===== config.mk =====
export PLATFORM = sky130hd
export DESIGN_NAME = gmux_sel_ctrl_flat
export DESIGN_NICKNAME = d
export VERILOG_FILES = /design/src/rtl/gmux_sel_ctrl_if.sv /design/src/rtl/gmux_sel_ctrl.sv /design/src/flat_wrapper.sv
export SDC_FILE = /design/constraint.sdc
export NUM_CORES = 1
export LEC_CHECK = 0
export ABC_AREA = 1
export CAP_MARGIN = 20
export CORE_ASPECT_RATIO = 1.1
export CORE_MARGIN = 3
export CORE_UTILIZATION = 50
export CTS_CLUSTER_DIAMETER = 50
export CTS_CLUSTER_SIZE = 8
export DETAILED_ROUTE_END_ITERATION = 10
export PLACE_DENSITY = 0.81
export SLEW_MARGIN = 20
export SYNTH_ARGS = -nofsm -noshare
export SYNTH_HDL_FRONTEND = slang
export SYNTH_SLANG_ARGS = --single-unit
export TNS_END_PERCENT = 10

===== constraint.sdc =====
create_clock -name clk -period 2.1 [get_ports clk]
set_input_delay 0.42 -clock clk [delete_from_list [all_inputs] [get_ports clk]]
set_output_delay 0.42 -clock clk [all_outputs]
set_load 0.01 [all_outputs]

===== src/rtl/gmux_sel_ctrl_if.sv =====
// Signal bundle between the GMUX select sequencer and its environment
// (request source, muxed-clock consumer, GMUX IS0 pin).
interface gmux_sel_ctrl_if;
  // qreq/qack is a level handshake: qreq rises to ask the consumer to quiesce,
  // qack is honoured only while the sequencer waits for it, and qreq stays high
  // until the select has changed and settled.
  logic req;
  logic qack;
  logic is0;
  logic qreq;
  logic busy;
  logic done;
  logic tout;

  modport master (
    output req,
    output qack,
    input  is0,
    input  qreq,
    input  busy,
    input  done,
    input  tout
  );

  modport slave (
    input  req,
    input  qack,
    output is0,
    output qreq,
    output busy,
    output done,
    output tout
  );
endinterface


===== src/rtl/gmux_sel_ctrl.sv =====
// Sequencer for the GMUX IS0 select: quiesce the consumer, hold off, flip the
// select, let it settle, then release the quiesce request and pulse done.
module gmux_sel_ctrl #(
    parameter int HOLD_CYCLES    = 4,
    parameter int SETTLE_CYCLES  = 8,
    parameter int TIMEOUT_CYCLES = 16,
    parameter int CNT_W          = 8
) (
    input  logic                 clk,
    input  logic                 rstn,
    gmux_sel_ctrl_if.slave       bus,
    output logic [2:0]           state_dbg
);

    typedef enum logic [2:0] {
        IDLE   = 3'd0,
        QWAIT  = 3'd1,
        HOLD   = 3'd2,
        SETTLE = 3'd3,
        FIN    = 3'd4
    } state_t;

    localparam logic [CNT_W-1:0] HOLD_LD    = CNT_W'(HOLD_CYCLES - 1);
    localparam logic [CNT_W-1:0] SETTLE_LD  = CNT_W'(SETTLE_CYCLES - 1);
    localparam logic [CNT_W-1:0] TIMEOUT_LD = CNT_W'(TIMEOUT_CYCLES - 1);
    localparam logic [CNT_W-1:0] CNT_ONE    = CNT_W'(1);

    state_t           state, state_nxt;
    logic [CNT_W-1:0] cnt, cnt_nxt;
    logic             req_meta, req_s;
    logic             tgt, tgt_nxt;
    logic             is0_q, is0_nxt;
    logic             qreq_q, qreq_nxt;
    logic             busy_q, busy_nxt;
    logic             done_q, done_nxt;
    logic             tout_q, tout_nxt;
    logic             cnt_zero;

    assign cnt_zero = (cnt == '0);

    // req may be asynchronous to clk; qack is already in this domain.
    always_ff @(posedge clk or negedge rstn) begin
        if (!rstn) begin
            req_meta <= 1'b0;
            req_s    <= 1'b0;
            state    <= IDLE;
            cnt      <= '0;
            tgt      <= 1'b0;
            is0_q    <= 1'b0;
            qreq_q   <= 1'b0;
            busy_q   <= 1'b0;
            done_q   <= 1'b0;
            tout_q   <= 1'b0;
        end else begin
            req_meta <= bus.req;
            req_s    <= req_meta;
            state    <= state_nxt;
            cnt      <= cnt_nxt;
            tgt      <= tgt_nxt;
            is0_q    <= is0_nxt;
            qreq_q   <= qreq_nxt;
            busy_q   <= busy_nxt;
            done_q   <= done_nxt;
            tout_q   <= tout_nxt;
        end
    end

    always_comb begin
        state_nxt = state;
        case (state)
            IDLE:    if (req_s != is0_q)       state_nxt = QWAIT;
            QWAIT:   if (bus.qack || cnt_zero) state_nxt = HOLD;
            HOLD:    if (cnt_zero)             state_nxt = SETTLE;
            SETTLE:  if (cnt_zero)             state_nxt = FIN;
            FIN:                               state_nxt = IDLE;
            default:                           state_nxt = IDLE;
        endcase
    end

    always_comb begin
        cnt_nxt  = cnt;
        tgt_nxt  = tgt;
        is0_nxt  = is0_q;
        qreq_nxt = qreq_q;
        tout_nxt = tout_q;
        done_nxt = 1'b0;
        busy_nxt = (state_nxt != IDLE);
        case (state)
            IDLE: begin
                if (req_s != is0_q) begin
                    tgt_nxt  = req_s;
                    qreq_nxt = 1'b1;
                    tout_nxt = 1'b0;
                    cnt_nxt  = TIMEOUT_LD;
                end
            end
            QWAIT: begin
                // An acknowledge on the timeout edge still counts as a clean ack.
                if (bus.qack) begin
                    cnt_nxt = HOLD_LD;
                end else if (cnt_zero) begin
                    tout_nxt = 1'b1;
                    cnt_nxt  = HOLD_LD;
                end else begin
                    cnt_nxt = cnt - CNT_ONE;
                end
            end
            HOLD: begin
                if (cnt_zero) begin
                    is0_nxt = tgt;
                    cnt_nxt = SETTLE_LD;
                end else begin
                    cnt_nxt = cnt - CNT_ONE;
                end
            end
            SETTLE: begin
                if (cnt_zero) begin
                    qreq_nxt = 1'b0;
                    done_nxt = 1'b1;
                end else begin
                    cnt_nxt = cnt - CNT_ONE;
                end
            end
            default: ;
        endcase
    end

    assign bus.is0   = is0_q;
    assign bus.qreq  = qreq_q;
    assign bus.busy  = busy_q;
    assign bus.done  = done_q;
    assign bus.tout  = tout_q;
    assign state_dbg = state;

endmodule


===== src/flat_wrapper.sv =====
// flat-port wrapper written by rule: the top's interface ports become plain ports
module gmux_sel_ctrl_flat 
#(
    parameter int HOLD_CYCLES    = 4,
    parameter int SETTLE_CYCLES  = 8,
    parameter int TIMEOUT_CYCLES = 16,
    parameter int CNT_W          = 8
)
  (clk, rstn, state_dbg, bus_req, bus_qack, bus_is0, bus_qreq, bus_busy, bus_done, bus_tout);
  gmux_sel_ctrl_if bus_i ();
  input  logic clk;
  input  logic rstn;
  output logic [2:0] state_dbg;
  input wire logic [$bits(bus_i.req)-1:0] bus_req;
  input wire logic [$bits(bus_i.qack)-1:0] bus_qack;
  output wire logic [$bits(bus_i.is0)-1:0] bus_is0;
  output wire logic [$bits(bus_i.qreq)-1:0] bus_qreq;
  output wire logic [$bits(bus_i.busy)-1:0] bus_busy;
  output wire logic [$bits(bus_i.done)-1:0] bus_done;
  output wire logic [$bits(bus_i.tout)-1:0] bus_tout;
  assign bus_i.req = bus_req;
  assign bus_i.qack = bus_qack;
  assign bus_is0 = bus_i.is0;
  assign bus_qreq = bus_i.qreq;
  assign bus_busy = bus_i.busy;
  assign bus_done = bus_i.done;
  assign bus_tout = bus_i.tout;
  gmux_sel_ctrl #(.HOLD_CYCLES(HOLD_CYCLES), .SETTLE_CYCLES(SETTLE_CYCLES), .TIMEOUT_CYCLES(TIMEOUT_CYCLES), .CNT_W(CNT_W)) u_core (.clk(clk), .rstn(rstn), .bus(bus_i), .state_dbg(state_dbg));
endmodule

==> metrics.md, run 1 <==
| Metric | Value |
|---|---|
| Outcome | `finished, final reports clean` |
| CP max FO | `5` |
| Worst Setup Start Kind | `flip-flop` |
| I/O Buffers | `11` |
| Post-cts sizing count | `0` |
| RSZ-0062 raised after global routing | `false` |
| Yosys warning count | `0` |
| Die area | `roughly 0.0026 mm²` |
| Final std cells w/o fill | `between 150 and 200` |
| Peak supply drop | `approximately 300 µV` |
| P_leak | `around 0.67 nW` |
| Root buffer cell | `clkbuf_4` |
| Die Wd | `roughly 50 µm` |
| Hold-fix buffers, CTS | `0` |
| Slew Limit Headroom | `a little over four fifths` |
| Hold Fails Final Rpt | `0` |
| Die height | `around 54 µm` |
| Largest net degree at the start of global routing | `20` |
| WS Path Type | `reg -> out` |
| Clk buf depth | `2` |
| Min Tclk post-route | `approximately 1.7 ns` |
| Worst-path clk slew | `about 0.10 ns` |
| Post-CTS setup buffer count | `0` |
| First-pass GRT wire length | `between 3000 and 4000 µm` |
| Total Wirelength | `2060 µm` |
| Synth top area share | `~46%` |
| Mapped Cells | `around 130` |
| WP data required | `1.68 ns` |
| Drc violations | `0` |
| #FFs+latches synth | `19` |
| Vias in the first global route | `833` |
| DR iter-0 viols | `21` |
| Final Skew | `around 0.0042 ns` |
| Initial Util | `55.31%` |
| PD cells | `roughly 470 mW/mm²` |
| Number of vias in the routed layout | `between 800 and 900` |
| CP max-delay cell | `clkdlybuf4s50_1` |
| FFs w/ async S/R, synth | `between 90% and 100%` |
| Initial antenna violation count | `0` |
| Total I/O pin count | `12` |
| Layout cells sized above 1 | `around 15%` |
| Crit path max-delay family | `buffers and inverters` |
| Clk_lat worst skew | `0.30 ns` |
| Grt total ovfl | `0` |
| Layout Nets | `150` |
| Multi-input logic area | `~460 µm²` |
| # clock sinks | `19` |
| Max Cap Viol | `0` |
| Syn Nets | `133` |
| Dominant cell type by area after synthesis | `dfrtp_1` |
| Inserted Diodes | `0` |
| Seq/Total Area, Yosys | `46.17%` |
| Worst-Margin Slew | `about 0.25 ns` |
| CTS tree | `built` |
| Synth Cell Area | `between 0.001 and 0.0015 mm²` |
| Core area | `~0.0019 mm²` |
| Core Util, Final | `64.85%` |
| Final period util | `81.22%` |
| Yosys cell types | `22` |
| CP peak stage delay | `between 0.5 and 0.6 ns` |
| Mapped Avg Cell Area | `roughly 8.0 µm²` |
| Post-DRT Antenna Nets | `0` |
| Hold WC Path Type | `reg -> reg` |
| Register area | `approximately 480 µm²` |
| Crit path capture type | `output port` |
| Vias per std cell | `roughly 5.0` |
| Crit path DAT | `about 1.3 ns` |
| Avg WL per Cell | `12.05 µm` |
| TNS Setup | `0 ns` |
| Area growth syn-to-layout | `17.25%` |
| Worst Path Buf+Inv | `1` |
| Commonest cells in the netlist | `31 x nand2_1, 19 x dfrtp_1, 19 x inv_1, 12 x nor2_1, 10 x nand3_1` |
| Largest cells by area after synthesis | `dfrtp_1 46%, nand2_1 11%, inv_1 6.9%, nand3_1 4.9%, nor2_1 4.4%` |
| Count leader, synth | `nand2_1` |
| Final setup fails | `0` |
| Fmax | `approximately 0.6 GHz` |
| DP HPWL | `around 1600 µm` |
| H-Tree Depth | `1` |
| GPL Wtd Cong | `about 0.9` |
| First-pass iteration count of the detailed router | `4` |
| Cell chain of the critical path | `clkdlybuf4s50_1` |
| EDFF count, synth | `0` |
| Cts bufs inserted | `3` |
| Inst Count DP | `approximately 170` |
| Commonest register cell after synthesis | `dfrtp_1` |
| GRT Total Usage | `around 18%` |
| Slew Viols, Final | `0` |
| Row cnt | `16` |
| # fillers | `between 150 and 200` |
## worst register-to-register path: stages (launching register included)
cell     delay (ns)
dfrtp_1        0.40
inv_1          0.13
ha_1           0.27
nand2_2        0.10
nor2_4         0.14
nand2_2        0.10
nand2_2        0.12
nand2_1        0.07
nand2_1        0.06
nand2_1        0.08
o21ai_2        0.06
inv_1          0.05
## cell families (layout without fill, tap and decap cells)
| logic type | Yosys count | count (layout) | share of synthesized area (%) |
|---|---|---|---|
| xor gates and xnor gates | 5 | 5 | 4.253 |
| DFF | 19 | 19 | 46.17 |
| AOI/OAI and AO/OA | 12 | 12 | 7.170 |
| and+or+nand+nor | 66 | 66 | 31.59 |
| adders and majority gates | 1 | 1 | 1.215 |
| buffers and inverters | 25 | 41 | 9.600 |
## through the flow
step	total power [mW]	instance area (µm²)	setup WS, ns	hold WS, ns
floorplan	0.3774	1030	0.6581	0.1244
global route	0.5866	1207	0.3133	0.3916
detailed placement	0.3920	1181	0.4729	0.3505
finish	0.5691	1207	0.3943	0.3715
global placement	0.3918	1181	0.5402	0.3411
CTS	0.5691	1207	0.3978	0.3738
## per-layer routing
layer	part of all wire (%)	global-route usage [%]
met4	2.1	7.583
met1	45	20.46
met3	3.2	3.878
met5	0	0
met2	49	32.14
## flip-flops by register name, summed over array words and instances (netlist names)
register / flops
u_core.bus.busy: 1
u_core.req_s: 1
u_core.state_dbg: 3
u_core.tgt: 1
u_core.cnt: 8
u_core.req_meta: 1
u_core.bus.is0: 1
u_core.bus.tout: 1
u_core.bus.done: 1
u_core.bus.qreq: 1
## cell type report
| type | instances | area share (%) |
|---|---|---|
| Clock buffer | 4 | 2.176 |
| Timing Repair Buffer | 12 | 9.741 |
| Multi-Input combinational cell | 84 | 37.72 |
| Inverter | 25 | 8.187 |
| Sequential cell | 19 | 39.38 |
| Tap cell | 27 | 2.798 |
## where the power goes
part           internal, mW  leakage [nW]  switching (mW)
sequential            0.368         0.225        0.000999
combinational       0.00710         0.425         0.00874
clock                0.0740        0.0150           0.111
total                 0.449         0.665           0.120
## path summary, 6_finish.rpt
kind	from	end	slack [ns]	cells past startpoint
max reg2reg	u_core.cnt[0]$_DFFE_PN0P_	u_core.cnt[2]$_DFFE_PN0P_	0.45	11
min	u_core.req_meta$_DFF_PN0_	u_core.req_s$_DFF_PN0_	0.37	0
max in group asynchronous	rstn	u_core.bus.is0$_DFFE_PN0P_	1.45	2
max	u_core.state_dbg[0]$_DFF_PN0_	state_dbg[0]	0.39	1
min reg2reg	u_core.req_meta$_DFF_PN0_	u_core.req_s$_DFF_PN0_	0.37	0
min in group asynchronous	rstn	u_core.bus.busy$_DFF_PN0_	0.44	2
## layout by cell type, fill, tap and decap left out, types with 2 or more instances in the layout
| master | synthesis | routed |
|---|---|---|
| nand3_1 | 10 | 10 |
| inv_1 | 19 | 19 |
| o21ai_0 | 4 | 4 |
| clkbuf_4 | 0 | 3 |
| nand3_4 | 2 | 2 |
| nand2_1 | 31 | 31 |
| xor2_1 | 4 | 4 |
| nor2_2 | 3 | 3 |
| o21ai_1 | 4 | 4 |
| nand4_1 | 3 | 3 |
| clkdlybuf4s50_1 | 0 | 11 |
| inv_2 | 5 | 5 |
| nor2_1 | 12 | 12 |
| dfrtp_1 | 19 | 19 |
| nand2_2 | 3 | 3 |
(Power assumes the default switching activity.)
==> inputs of run 2 (changes only) <==
==> constraint.sdc (replaced) <==
create_clock -name clk -period 1.59 [get_ports clk]
set_input_delay 0.318 -clock clk [delete_from_list [all_inputs] [get_ports clk]]
set_output_delay 0.318 -clock clk [all_outputs]
set_load 0.01 [all_outputs]
==> run 2 against run 1 <==
Critical path depth is the same. Worst hold slack worse by 0.018 ns. Die area did not move. Global-route usage increased by 1.3 points. Wire length is 7.1% higher. Non-clock buffer count is 2 higher. Largest cell class is now multi-input combinational cells. Via count rose by 5.4%. Setup slack lost 0.35 ns.
==> metrics.md, run 2 (synthesis results as in run 1) <==
| Metric | Value |
|---|---|
| I/O Buffers | `11` |
| Hold Fails Final Rpt | `0` |
| Register area | `approximately 480 µm²` |
| Final period util | `a little under 100%` |
| CP max FO | `2` |
| Fmax | `0.6464 GHz` |
| Commonest non-fill, non-tap cell in the layout | `nand2_1` |
| Worst-Margin Slew | `approximately 0.25 ns` |
| Avg WL per Cell | `12.76 µm` |
| GRT Total Usage | `a little under a fifth` |
| Multi-input logic area | `around 480 µm²` |
| GPL Wtd Cong | `about 0.85` |
| Cts bufs inserted | `3` |
| Vias per std cell | `5.214` |
| Inst Count DP | `between 150 and 200` |
| Root buffer cell | `clkbuf_4` |
| R2r startpoint | `u_core.cnt[1]$_DFFE_PN0P_` |
| Core Util, Final | `between 60% and 70%` |
| DR iter-0 viols | `26` |
| Hold WC Path Type | `in -> async` |
| Crit path max-delay family | `buffers and inverters` |
| PD cells | `593.7 mW/mm²` |
| First-pass GRT wire length | `between 3000 and 4000 µm` |
| # fillers | `148` |
| Worst-path clk slew | `0.10 ns` |
| Vias in the first global route | `between 900 and 1,000` |
| Total I/O pin count | `12` |
| Crit path capture type | `output port` |
| WS Path Type | `reg -> out` |
| Initial Util | `about 55%` |
| Worst Path Buf+Inv | `1` |
| CP peak stage delay | `0.57 ns` |
| Row cnt | `16` |
| Peak supply drop | `approximately 570 µV` |
| Clk buf depth | `2` |
| Final std cells w/o fill | `173` |
| Layout Nets | `152` |
| H-Tree Depth | `1` |
| Worst Setup Start Kind | `flip-flop` |
| Number of vias in the routed layout | `between 900 and 1,000` |
| Outcome | `finished, final reports clean` |
| Area growth syn-to-layout | `21.39%` |
| Drc violations | `0` |
| Final setup fails | `0` |
| Inserted Diodes | `0` |
| Cell chain of the critical path | `clkdlybuf4s50_1` |
| TNS Setup | `0 ns` |
| Slew Limit Headroom | `approximately 84%` |
| Crit path launch | `u_core.bus.tout$_DFFE_PN0P_` |
| Core area | `about 0.0019 mm²` |
| Initial antenna violation count | `0` |
| RSZ-0062 raised after global routing | `false` |
| P_leak | `around 0.7 nW` |
| Die area | `between 0.002 and 0.003 mm²` |
| Max Cap Viol | `0` |
| Layout cells sized above 1 | `roughly 18%` |
| Min Tclk post-route | `roughly 1.5 ns` |
| Grt total ovfl | `0` |
| # clock sinks | `19` |
| Slew Viols, Final | `0` |
| Largest net degree at the start of global routing | `20` |
| Final Skew | `0.007081 ns` |
| CTS tree | `built` |
| Crit path DAT | `1.23 ns` |
| Die height | `~54 µm` |
| First-pass iteration count of the detailed router | `5` |
| CP max-delay cell | `clkdlybuf4s50_1` |
| Number of flip-flops in the largest register | `8` |
| Largest Register | `u_core.cnt` |
| Post-DRT Antenna Nets | `0` |
| DP HPWL | `1676 µm` |
| WP data required | `approximately 1.3 ns` |
| Clk_lat worst skew | `between 0.2 and 0.3 ns` |
| Die Wd | `around 49 µm` |
| Total Wirelength | `2207 µm` |
| Commonest non-fill, non-tap cells in the layout | `31 x nand2_1, 19 x inv_1, 19 x dfrtp_1` |
| Hold-fix buffers, CTS | `0` |
==> run 2: final cells by class <==
cell class	count	area share, %
Multi-Input combinational cell	84	38.24
Tap cell	27	2.703
Timing Repair Buffer	14	11.01
Inverter	25	7.908
Clock buffer	4	2.102
Sequential cell	19	38.04
==> run 2: path summary, 6_finish.rpt <==
kind,end,slack [ns],cells after the start
setup reg to reg,u_core.cnt[2]$_DFFE_PN0P_,0.09,11
min in group clk,u_core.req_s$_DFF_PN0_,0.37,0
setup / recovery,bus_tout,0.04,1
max in group asynchronous,u_core.tgt$_DFFE_PN0P_,1.03,2
hold / removal,u_core.bus.busy$_DFF_PN0_,0.35,2
hold reg to reg,u_core.req_s$_DFF_PN0_,0.37,0
==> run 2: timing repair <==
| item | CTS | global route |
|---|---|---|
| endpoints found under the hold margin | 0 | 0 |
| setup endpoints to repair | 1 | 11 |
| setup buffers | 1 | 0 |
| resized for setup | 0 | 6 |
==> run 2: per-layer routing <==
metal | up-vias | share of wire (%) | global-route usage, %
met2 | 28 | 51 | 34.60
li1 | 434 | - | -
met1 | 431 | 42 | 21.02
met4 | 0 | 2.4 | 10.43
met5 | - | 0 | 0
met3 | 9 | 4.3 | 4.155
==> run 2: power by group <==
group	internal, mW	total [mW]	leakage [nW]	switching, mW
Sequential	0.485	0.487	0.225	0.00129
Combinational	0.00939	0.0208	0.452	0.0114
Clock	0.0974	0.235	0.0150	0.137
Total	0.592	0.742	0.693	0.150
==> run 2: metrics by stage <==
stage	hold WS [ns]	total power [mW]	cell area (µm²)	worst slack (ns)
3_3_place_gp	0.3406	0.5175	1189	0.1003
2_1_floorplan	0.02241	0.4984	1030	0.1481
4_1_cts	0.3629	0.7508	1222	0.0002923
6_report	0.3532	0.7421	1250	0.04285
3_5_place_dp	0.3419	0.5180	1189	0.05373
5_1_grt	0.3631	0.7696	1250	0.006745
==> inputs of run 3 (changes only) <==
--- a/config.mk
+++ b/config.mk
@@ -6,6 +6,7 @@
 export NUM_CORES = 1
 export LEC_CHECK = 0
 export ABC_AREA = 1
+export ABC_CLOCK_PERIOD_IN_PS = 1590
 export CAP_MARGIN = 20
 export CORE_ASPECT_RATIO = 1.1
 export CORE_MARGIN = 3
==> results of run 3 <==
No change in the layout: final DEF, timing and power equal those of run 2.
